$ cat config.mk
export PLATFORM = sky130hd
export DESIGN_NAME = rv_iopmp_entry_arbiter
export DESIGN_NICKNAME = d
export VERILOG_FILES = /design/src/rtl/rv_iopmp_entry_arbiter.sv
export SDC_FILE = /design/constraint.sdc
export NUM_CORES = 1
export LEC_CHECK = 0
export CELL_PAD_IN_SITES_DETAIL_PLACEMENT = 0
export CELL_PAD_IN_SITES_GLOBAL_PLACEMENT = 1
export CORE_AREA = 2 2 256 258
export CTS_CLUSTER_SIZE = 28
export DETAILED_ROUTE_END_ITERATION = 8
export DIE_AREA = 0 0 258 260
export GPL_ROUTABILITY_DRIVEN = 0
export PLACE_DENSITY_LB_ADDON = 0.1
export SLEW_MARGIN = 20
export SYNTH_ARGS = -nofsm -noshare
export SYNTH_HDL_FRONTEND = slang
export SYNTH_SLANG_ARGS = --single-unit
$ cat constraint.sdc
create_clock -name clk_i -period 3.25 [get_ports clk_i]
set_clock_uncertainty 0.1 [all_clocks]
set_input_delay 0.65 -clock clk_i [delete_from_list [all_inputs] [get_ports clk_i]]
set_output_delay 0.65 -clock clk_i [all_outputs]
set_load 0.02 [all_outputs]
$ cat src/rtl/rv_iopmp_entry_arbiter.sv
// rv_iopmp_entry_arbiter: shares one single-port entry SRAM between the
// register-map (cfg) port and the matching-logic (match) port. Grants are
// combinational, read latency is one cycle, and a burst limiter keeps cfg
// from starving match. An in-range cfg write pulses match_restart_o.
module rv_iopmp_entry_arbiter #(
  parameter int NUMBER_ENTRIES = 8,
  parameter int ENTRY_WIDTH    = 128,
  parameter int MAX_CFG_BURST  = 4,
  localparam int AW = (NUMBER_ENTRIES > 1) ? $clog2(NUMBER_ENTRIES) : 1
) (
  input  logic                   clk_i,
  input  logic                   rst_i,
  input  logic                   cfg_req_i,
  input  logic                   cfg_we_i,
  input  logic [AW-1:0]          cfg_addr_i,
  input  logic [ENTRY_WIDTH-1:0] cfg_wdata_i,
  output logic                   cfg_gnt_o,
  output logic                   cfg_rvalid_o,
  output logic [ENTRY_WIDTH-1:0] cfg_rdata_o,
  input  logic                   match_req_i,
  input  logic [AW-1:0]          match_addr_i,
  output logic                   match_gnt_o,
  output logic                   match_rvalid_o,
  output logic [ENTRY_WIDTH-1:0] match_rdata_o,
  output logic                   match_restart_o,
  output logic                   sram_req_o,
  output logic                   sram_we_o,
  output logic [AW-1:0]          sram_addr_o,
  output logic [ENTRY_WIDTH-1:0] sram_wdata_o,
  input  logic [ENTRY_WIDTH-1:0] sram_rdata_i
);

  localparam int CW = (MAX_CFG_BURST > 0) ? $clog2(MAX_CFG_BURST + 1) : 1;
  localparam logic [CW-1:0] MAX_CNT = CW'(MAX_CFG_BURST);
  localparam logic [AW:0]   NUM_ENT = (AW + 1)'(NUMBER_ENTRIES);

  // Burst counter and one-deep read pipeline (valid, owner, in-range).
  logic [CW-1:0] cfg_cnt_q, cfg_cnt_d;
  logic          rd_valid_q, rd_valid_d;
  logic          rd_match_q, rd_match_d;
  logic          rd_inrange_q, rd_inrange_d;
  logic          restart_q, restart_d;

  logic          cfg_gnt_s;
  logic          match_gnt_s;
  logic [AW-1:0] sel_addr_s;
  logic          in_range_s;

  // Arbitration: cfg wins ties until it has used up its burst allowance.
  always_comb begin
    cfg_gnt_s   = 1'b0;
    match_gnt_s = 1'b0;
    if (rst_i) begin
      cfg_gnt_s   = 1'b0;
      match_gnt_s = 1'b0;
    end else if (cfg_req_i && match_req_i) begin
      if (cfg_cnt_q == MAX_CNT) begin
        match_gnt_s = 1'b1;
      end else begin
        cfg_gnt_s = 1'b1;
      end
    end else if (cfg_req_i) begin
      cfg_gnt_s = 1'b1;
    end else if (match_req_i) begin
      match_gnt_s = 1'b1;
    end else begin
      cfg_gnt_s   = 1'b0;
      match_gnt_s = 1'b0;
    end
  end

  // Address mux and range check for whichever port holds the grant.
  always_comb begin
    sel_addr_s = '0;
    if (cfg_gnt_s) begin
      sel_addr_s = cfg_addr_i;
    end else if (match_gnt_s) begin
      sel_addr_s = match_addr_i;
    end else begin
      sel_addr_s = '0;
    end
    in_range_s = ({1'b0, sel_addr_s} < NUM_ENT);
  end

  // SRAM drive: only granted, in-range accesses reach the array.
  always_comb begin
    sram_req_o   = 1'b0;
    sram_we_o    = 1'b0;
    sram_addr_o  = '0;
    sram_wdata_o = '0;
    if ((cfg_gnt_s || match_gnt_s) && in_range_s) begin
      sram_req_o  = 1'b1;
      sram_addr_o = sel_addr_s;
      if (cfg_gnt_s) begin
        sram_we_o    = cfg_we_i;
        sram_wdata_o = cfg_wdata_i;
      end else begin
        sram_we_o    = 1'b0;
        sram_wdata_o = '0;
      end
    end else begin
      sram_req_o = 1'b0;
    end
  end

  // Next-state: burst count, read tag and restart pulse.
  always_comb begin
    cfg_cnt_d = cfg_cnt_q;
    if (!match_req_i || match_gnt_s) begin
      cfg_cnt_d = '0;
    end else if (cfg_gnt_s && (cfg_cnt_q != MAX_CNT)) begin
      cfg_cnt_d = cfg_cnt_q + {{(CW-1){1'b0}}, 1'b1};
    end else begin
      cfg_cnt_d = cfg_cnt_q;
    end
    // Out-of-range reads still return rvalid; the in-range bit zeroes the data.
    rd_valid_d   = (cfg_gnt_s && !cfg_we_i) || match_gnt_s;
    rd_match_d   = match_gnt_s;
    rd_inrange_d = in_range_s;
    restart_d    = cfg_gnt_s && cfg_we_i && in_range_s;
  end

  // State registers with synchronous reset.
  always_ff @(posedge clk_i) begin
    if (rst_i) begin
      cfg_cnt_q    <= '0;
      rd_valid_q   <= 1'b0;
      rd_match_q   <= 1'b0;
      rd_inrange_q <= 1'b0;
      restart_q    <= 1'b0;
    end else begin
      cfg_cnt_q    <= cfg_cnt_d;
      rd_valid_q   <= rd_valid_d;
      rd_match_q   <= rd_match_d;
      rd_inrange_q <= rd_inrange_d;
      restart_q    <= restart_d;
    end
  end

  // Output stage: the owner tag steers SRAM data; reset forces everything low,
  // which also discards a read granted in the cycle before reset.
  always_comb begin
    cfg_gnt_o       = cfg_gnt_s;
    match_gnt_o     = match_gnt_s;
    cfg_rvalid_o    = rd_valid_q && !rd_match_q && !rst_i;
    match_rvalid_o  = rd_valid_q && rd_match_q && !rst_i;
    match_restart_o = restart_q && !rst_i;
    cfg_rdata_o     = '0;
    match_rdata_o   = '0;
    if (cfg_rvalid_o && rd_inrange_q) begin
      cfg_rdata_o = sram_rdata_i;
    end else if (match_rvalid_o && rd_inrange_q) begin
      match_rdata_o = sram_rdata_i;
    end else begin
      cfg_rdata_o   = '0;
      match_rdata_o = '0;
    end
  end

endmodule

After elaboration in Yosys (flattened, before gate mapping)
Index checks and enable logic that the tools add are counted.

cells by class
  add/sub/neg operators = 1
  equality and inequality tests = 2
  mux-type cells = 21
  reduce and logical (&&, ||, !) cells = 19

operators with widths
  operator             number
  $mux 128             5
  $mux 1               13
  $logic_and 1x1->1    11
  $mux 3               3
  $logic_not 1->1      4
  $add 3x1->3 const B  1
  $eq 3x3->1 const B   1
  $logic_or 1x1->1     3
  $ne 3x3->1 const B   1
  $reduce_or 2->1      1

storage, ports and cells
  bits in registers = 7
  output and inout bits = 394
  word-level logic and storage cells = 48

Logic depth before layout (Yosys ltp)
  depth in word-level cells = 7
  gate-level depth with buffers = 7
  mapped depth without buffers = 4

Worst setup path before layout
Ideal clock, no wire load.

  kind = input -> output
  start = input port rst_i
  end = output port sram_wdata_o[41]
  arrival time = 1,693 ps
  data required time = 2,500 ps
  setup slack = 807 ps
  cell stages on the path = 5
  cell sequence = nand2b_1 > buf_2 > buf_6 > buf_6 > nor3b_1

between the ends
  word-level cells in the longest chain between the ends = 3
  elaborated cells between the ends (all ways) = 5

ends and longest elaborated chain
  element                                              RTL line  RTL
  start: declaration                                   12        input logic rst_i,
  $mux 1                                               53        if (rst_i) begin
  $mux 128 / $logic_or 1x1->1 (equally long branches)  94, 91
  $mux 128 (*)                                         91        if ((cfg_gnt_s || match_gnt_s) && in_range_s) begin
  end: declaration                                     29        output logic [ENTRY_WIDTH-1:0] sram_wdata_o,

Every way passes the cells marked *; elsewhere a longest branch is shown, timed or not.

Worst setup path after layout
  start = input port rst_i
  end = output port cfg_rdata_o[57]

between the ends
  word-level cells in the longest chain between the ends = 4

ends and longest elaborated chain
  element            RTL line  RTL
  $logic_not 1->1    145       cfg_rvalid_o = rd_valid_q && !rd_match_q && !rst_i;
  $logic_and 1x1->1  145
  $logic_and 1x1->1  150       if (cfg_rvalid_o && rd_inrange_q) begin
  $mux 128           150
  end: declaration   19        output logic [ENTRY_WIDTH-1:0] cfg_rdata_o,

No other way between the ends.

==> reports/metrics.cfg <==
[floorplanning]
num_rows = 93
die_h_um = 260
initial_utilization_pct = 5.534
dieArea_mm2 = 0.06708
core_mm2 = 0.06412
die_w_um = 258
io_pins = 661

[power]
p_clk_share_pct = 18.6
intPower_uw = 740.9
comb_power_share_pct = 73.3
p_sw_uw = 387.9
power.density_mw_per_mm2 = 99.71
power.leakage_nw = 5.731
ir_drop_mv = 0.1011
seqPwrFrac_pct = 8.2
switching_share_pct = 34.36
total_power_mw = 1.129

[route]
drtIter0Drc = 144
drcViolationCount = 0
viasPerCell = 2.928
wl_um = 37500
antenna_left = 0
wl_per_cell_um = 18.65
drt-pass1-iter-count = 4
vias = 5885

[sta]
fin_setup_tns_ns = 0
fmax_ghz = 0.3188
max-slew-margin-rel_pct = 66.61
min_period_over_period_pct = 96.52
worst_pin_slew_ns = 0.5008
hold_violations = 0
layout_min_cycle_time_ns = 3.137
rsz0062_at_grt = false
final_max_slew_viol_count = 0
setup_viol = 0

[setup_path]
end_kind = output pin
r2r_slack_ns = 1.38
cp_max_fo = 21
reg2reg_from = cfg_cnt_q[0]
path_class = input port to output pin
critPathRequiredTime_ns = 2.50
cp.arrival_ns = 2.39
start_kind = input port
crit_start = rst_i

[synth]
ys_ff_latch = 7
ys_warn_count = 0
synth_cell_types = 23
syn_nets = 755
syn_avg_cell_area_um2 = 7.301
synth.cell_area_mm2 = 0.003548
seq_area_frac_synth_pct = 3.949
syn_inst = 486

[cells_and_area]
layout_common_cells = 267 x clkdlybuf4s50_1, 261 x dlygate4sd2_1, 256 x and2_1
fin_util_pct = 17.66
fin_nets = 1420
layout_commonest_cell = clkdlybuf4s50_1
area_growth_pct = 219.0
drive_gt1_share_pct = 19.22

[clocking]
cts-root-buf = clkbuf_16
cts_buffer_depth = 2
cts_made_buffers = 3
cts_tree = yes
hold_buffers = 0
h-tree-depth = 1
clk_latency_ns = 0.23
clk_pin_slew_ns = 0.04
cts_sinks = 7

[placed_design]
place.port_buffers = 660
dp_hpwl_um = 32520

[global_route]
grt_max_degree = 43
grt_usage_pct = 10.38
grt_pass1_wl_um = 49670
grt_overflow = 0
antenna_found_initial = 9
grt_pass1_vias = 6172

[min_path]
holdCritStartpoint = cfg_cnt_q[0]
min-delay-path-class = register to register

[status]
status = completed

[run]
cap_viol_max_count = 0

## worst max-delay path, stage by stage
cell and delay [ns]:
dlygate4sd2_1 0.27, buf_4 0.18, and4bb_4 0.41, buf_4 0.14, bufbuf_16 0.28, and2_1 0.13
clkdlybuf4s15_1 0.31
## routing by layer
layer / routed length [µm] / GRT usage, % / share of wire (%) / up-vias
met5: 68 / 0 / 0.18 / -
met3: 2956 / 3.421 / 7.9 / 18
met2: 21430 / 21.45 / 57 / 283
met4: 238 / 0.6583 / 0.63 / 10
li1: - / - / - / 2913
met1: 12800 / 10.29 / 34 / 2661
## Yosys cell counts (all sizes together)
master,instances,area [µm²]
a21boi,1,7.510
o22ai,3,18.77
clkbuf,30,115.1
and4,1,8.760
o32ai,1,8.760
nand3b,6,45.04
ha,2,25.02
inv,3,11.26
buf,29,232.7
nor2b,2,12.51
dfxtp,7,140.1
and3,2,12.51
nand2b,2,12.51
and2,256,1602
nor3b,133,1244
and4b,1,10.01
and4bb,1,12.51
o2111a,1,11.26
nor2,5,18.77
## through the flow
stage | hold WS [ns] | std cells | worst slack (ns) | area [µm²]
2_1_floorplan | 0.3260 | 486 | 0.8074 | 3548
3_3_place_gp | 0.3602 | 1991 | -0.4693 | 11430
3_5_place_dp | 0.3562 | 1991 | -0.4422 | 11430
4_1_cts | 0.3616 | 2005 | 0.00007594 | 11330
5_1_grt | 0.3809 | 2006 | 0.001457 | 11310
6_report | 0.3551 | 2010 | 0.1131 | 11320
## flip-flops by register name, summed over array words and instances, names as in the netlist
signal	count
rd_match_q	1
restart_q	1
cfg_cnt_q	3
rd_valid_q	1
rd_inrange_q	1
## power by group through the flow
stage	combinational (mW)	sequential, mW	clock, mW
3_5_place_dp	0.892	0.0940	0
4_1_cts	0.850	0.0926	0.215
5_1_grt	0.884	0.0930	0.222
2_1_floorplan	0.280	0.0922	0
3_3_place_gp	0.896	0.0940	0
6_report	0.827	0.0923	0.210
## timing repair
action	CTS	global route
cloned	3	0
endpoints found under the setup margin	328	37
buffers inserted	7	0
resized for setup	324	38
pin swaps	1	0
## final timing paths
kind / endpoint / depth (start not counted)
max: cfg_rdata_o[57] / 7
min: cfg_cnt_q[0] / 1
max reg2reg: rd_valid_q / 6
min reg2reg: cfg_cnt_q[0] / 1
## final cells by class
| class | count | area [µm²] |
|---|---|---|
| antenna | 5 | 12.51 |
| clock buffer | 4 | 78.83 |
| fill | 7370 | 52790 |
| inverter | 3 | 11.26 |
| multi-input combinational | 418 | 3077 |
| sequential | 7 | 140.1 |
| tap | 855 | 1070 |
| timing repair buffer | 718 | 6932 |
## kinds of logic (layout without fill, tap and decap cells)
group,count (synthesis),after routing,synth area share (%)
and+or+nand+nor,409,410,83.92
buffers and inverters,62,725,10.12
DFF,7,7,3.949
AOI/OAI and AO/OA,6,6,1.305
adders and majority gates,2,2,0.7051
other,0,5,0
Power figures use the tool's default switching activity.
==> edit: new RTL, same settings <==
Reset style: asynchronous (`rst_i`), changed in one clocked block. Comments in the files are not updated.
--- a/src/rtl/rv_iopmp_entry_arbiter.sv
+++ b/src/rtl/rv_iopmp_entry_arbiter.sv
@@ -121,7 +121,7 @@
   end
 
   // State registers with synchronous reset.
-  always_ff @(posedge clk_i) begin
+  always_ff @(posedge clk_i or posedge rst_i) begin
     if (rst_i) begin
       cfg_cnt_q    <= '0;
       rd_valid_q   <= 1'b0;
Formal check against the unedited RTL: no difference found for any inputs over 4 cycles, from zero or initial values and one cycle with rst_i high; that may be too few to reach the edited logic, so the function may still have changed.
==> edit against the original RTL <==
  * Non-clock buffer count down 22
  * Total power down 3.8%
  * Via count down 1.5%
  * Worst setup slack worse by 0.020 ns
  * Wire length down 4.1%
  * Design area down 6.2%
  * Synthesized area down 13%
  * Combinational power down 5.2%
  * Sequential cell count unchanged
==> edit: results (changes against the original RTL) <==
[place]
dpl_worst_slack_ns = -0.265  ; +0.177 ns
io_buffers = 660  ; unchanged
hpwl_mm = 31.6  ; -3.0%

[drt]
drcViolationCount = 0  ; unchanged
initialDrtViolationCount = 145  ; +0.69%
drt-vias-per-instance = 2.92  ; -0.24%
wire_per_inst_um = 18.1  ; -2.9%
drt_pre_antenna_iters = 4  ; unchanged

[clock_network]
cts_buffer_depth = 2  ; unchanged
cts_buffers = 3  ; unchanged
post-cts-setup-buffers = 0  ; -7
clkTransAtPathRegs_ns = 0.04  ; about the same
h-tree-depth = 1  ; unchanged
root_buffer = clkbuf_16
clk_latency_ns = 0.23  ; about the same

[yosys]
synthArstFlopShare_pct = 100  ; +100 points
synth_commonest_cells = and2_1, and3_1, buf_2, clkbuf_1, dfrtp_1
synth_area_leaders = and2_1, and3_1, buf_2, dfrtp_1, clkbuf_1
synth_cell_type_count = 27  ; +17%
yosys_warnings = 0  ; unchanged
synth_fp_nets = 756  ; +0.13%
ys_seq_area_share_pct = 5.67  ; +1.7 points
synth-main-ff-cell = dfrtp_1

[power]
ir_drop_mv = 0.127  ; +26%
p_int_uw = 710  ; -4.2%
power_leakage_uw = 0.00589  ; +2.8%
p_per_area_nw_per_um2 = 102  ; +2.6%

[layout]
top_register = cfg_cnt_q
largest_register_ffs = 3  ; unchanged
layout-drive-gt1-share_pct = 9.74  ; -9.5 points
num-nets-final = 1399  ; -1.5%
fill_cells = 7339  ; -0.42%

[global_routing]
track_usage_pct = 9.72  ; -0.66 points
grt_max_degree = 70  ; +63%
grt_pass1_vias = 6026  ; -2.4%
grt_pass1_wl_mm = 47.5  ; -4.3%
antenna_found_initial = 11  ; +2

[min_path]
min_path_type = reg -> reg

[setup_path]
cp_max_fo = 31  ; +48%
critPathRequiredTime_ns = 2.50  ; about the same

[run_status]
status = finished clean

## edit: changes by cell type in the layout (fill, tap and decap cells not counted), sizes merged, moves of 12 or more
cell	before	now
dlymetal6s2s	18	2
buf	140	90
and3	3	130
nor3b	133	3
dlygate4sd2	261	295
clkdlybuf4s15	16	28
## edit: critical path, stage by stage
cell and delay [ns]:
clkdlybuf4s50_1 0.42, buf_4 0.17, nor3_2 0.25, buf_12 0.20, buf_12 0.18, and2_1 0.15
clkdlybuf4s15_1 0.32
## edit: worst paths after layout
check                           slack [ns]         endpoint    startpoint  cells past startpoint
worst max-delay path                  0.09  cfg_rdata_o[35]         rst_i                      7
worst min-delay path                  0.45     cfg_cnt_q[0]  cfg_cnt_q[0]                      2
worst max register to register        1.58       rd_valid_q  cfg_cnt_q[0]                      6
worst min register to register        0.45     cfg_cnt_q[0]  cfg_cnt_q[0]                      2
max in group asynchronous             1.93     cfg_cnt_q[2]         rst_i                      5
min in group asynchronous             0.99     cfg_cnt_q[1]         rst_i                      5
## edit: routing by layer
metal  wire length (um)  GRT usage (%)  vias to the layer above
li1                   -              -                     2848
met1              12000           9.10                     2571
met2              20400           20.5                      359
met3               3400           3.62                       20
met4                145          0.450                        0
met5                  0              0                        -
## edit: what timing repair did
item,CTS,global route
endpoints found under the setup margin,334,55
gates resized for setup,336,51
pin swaps,0,0
hold buffers,0,0
gates cloned,0,1
## edit: stage by stage
stage               cells  total power, uW
floorplan             487              342
global placement     1979              956
global route         1984             1150
finish               1985             1090
CTS                  1983             1100
detailed placement   1979              952
## edit: logic make-up after synthesis
kind of cell | count (synthesis) | share of synthesized area, %
simple gates | 405 | 81.8
buf+inv | 63 | 9.20
compound gates | 9 | 2.39
flops | 7 | 5.67
fa+ha+maj | 2 | 0.810
other cells | 1 | 0.121
## edit: power by group through the flow
| stage | sequential [uW] | clock [uW] | combinational, uW |
|---|---|---|---|
| 6_report | 93.1 | 209 | 784 |
| 5_1_grt | 93.8 | 218 | 839 |
| 4_1_cts | 93.3 | 212 | 795 |
| 3_5_place_dp | 94.4 | 0 | 858 |
| 3_3_place_gp | 94.6 | 0 | 862 |
| 2_1_floorplan | 93.5 | 0 | 248 |
## edit: area by class of cell
cell class	instances	share of cell area, %
repair buffers	696	62.3
clock inverters	1	0.0471
multi-input cells	417	25.0
flip-flops and latches	7	1.65
inverters	5	0.177
clock buffers	3	0.707
diodes	1	0.0236
well taps	855	10.1
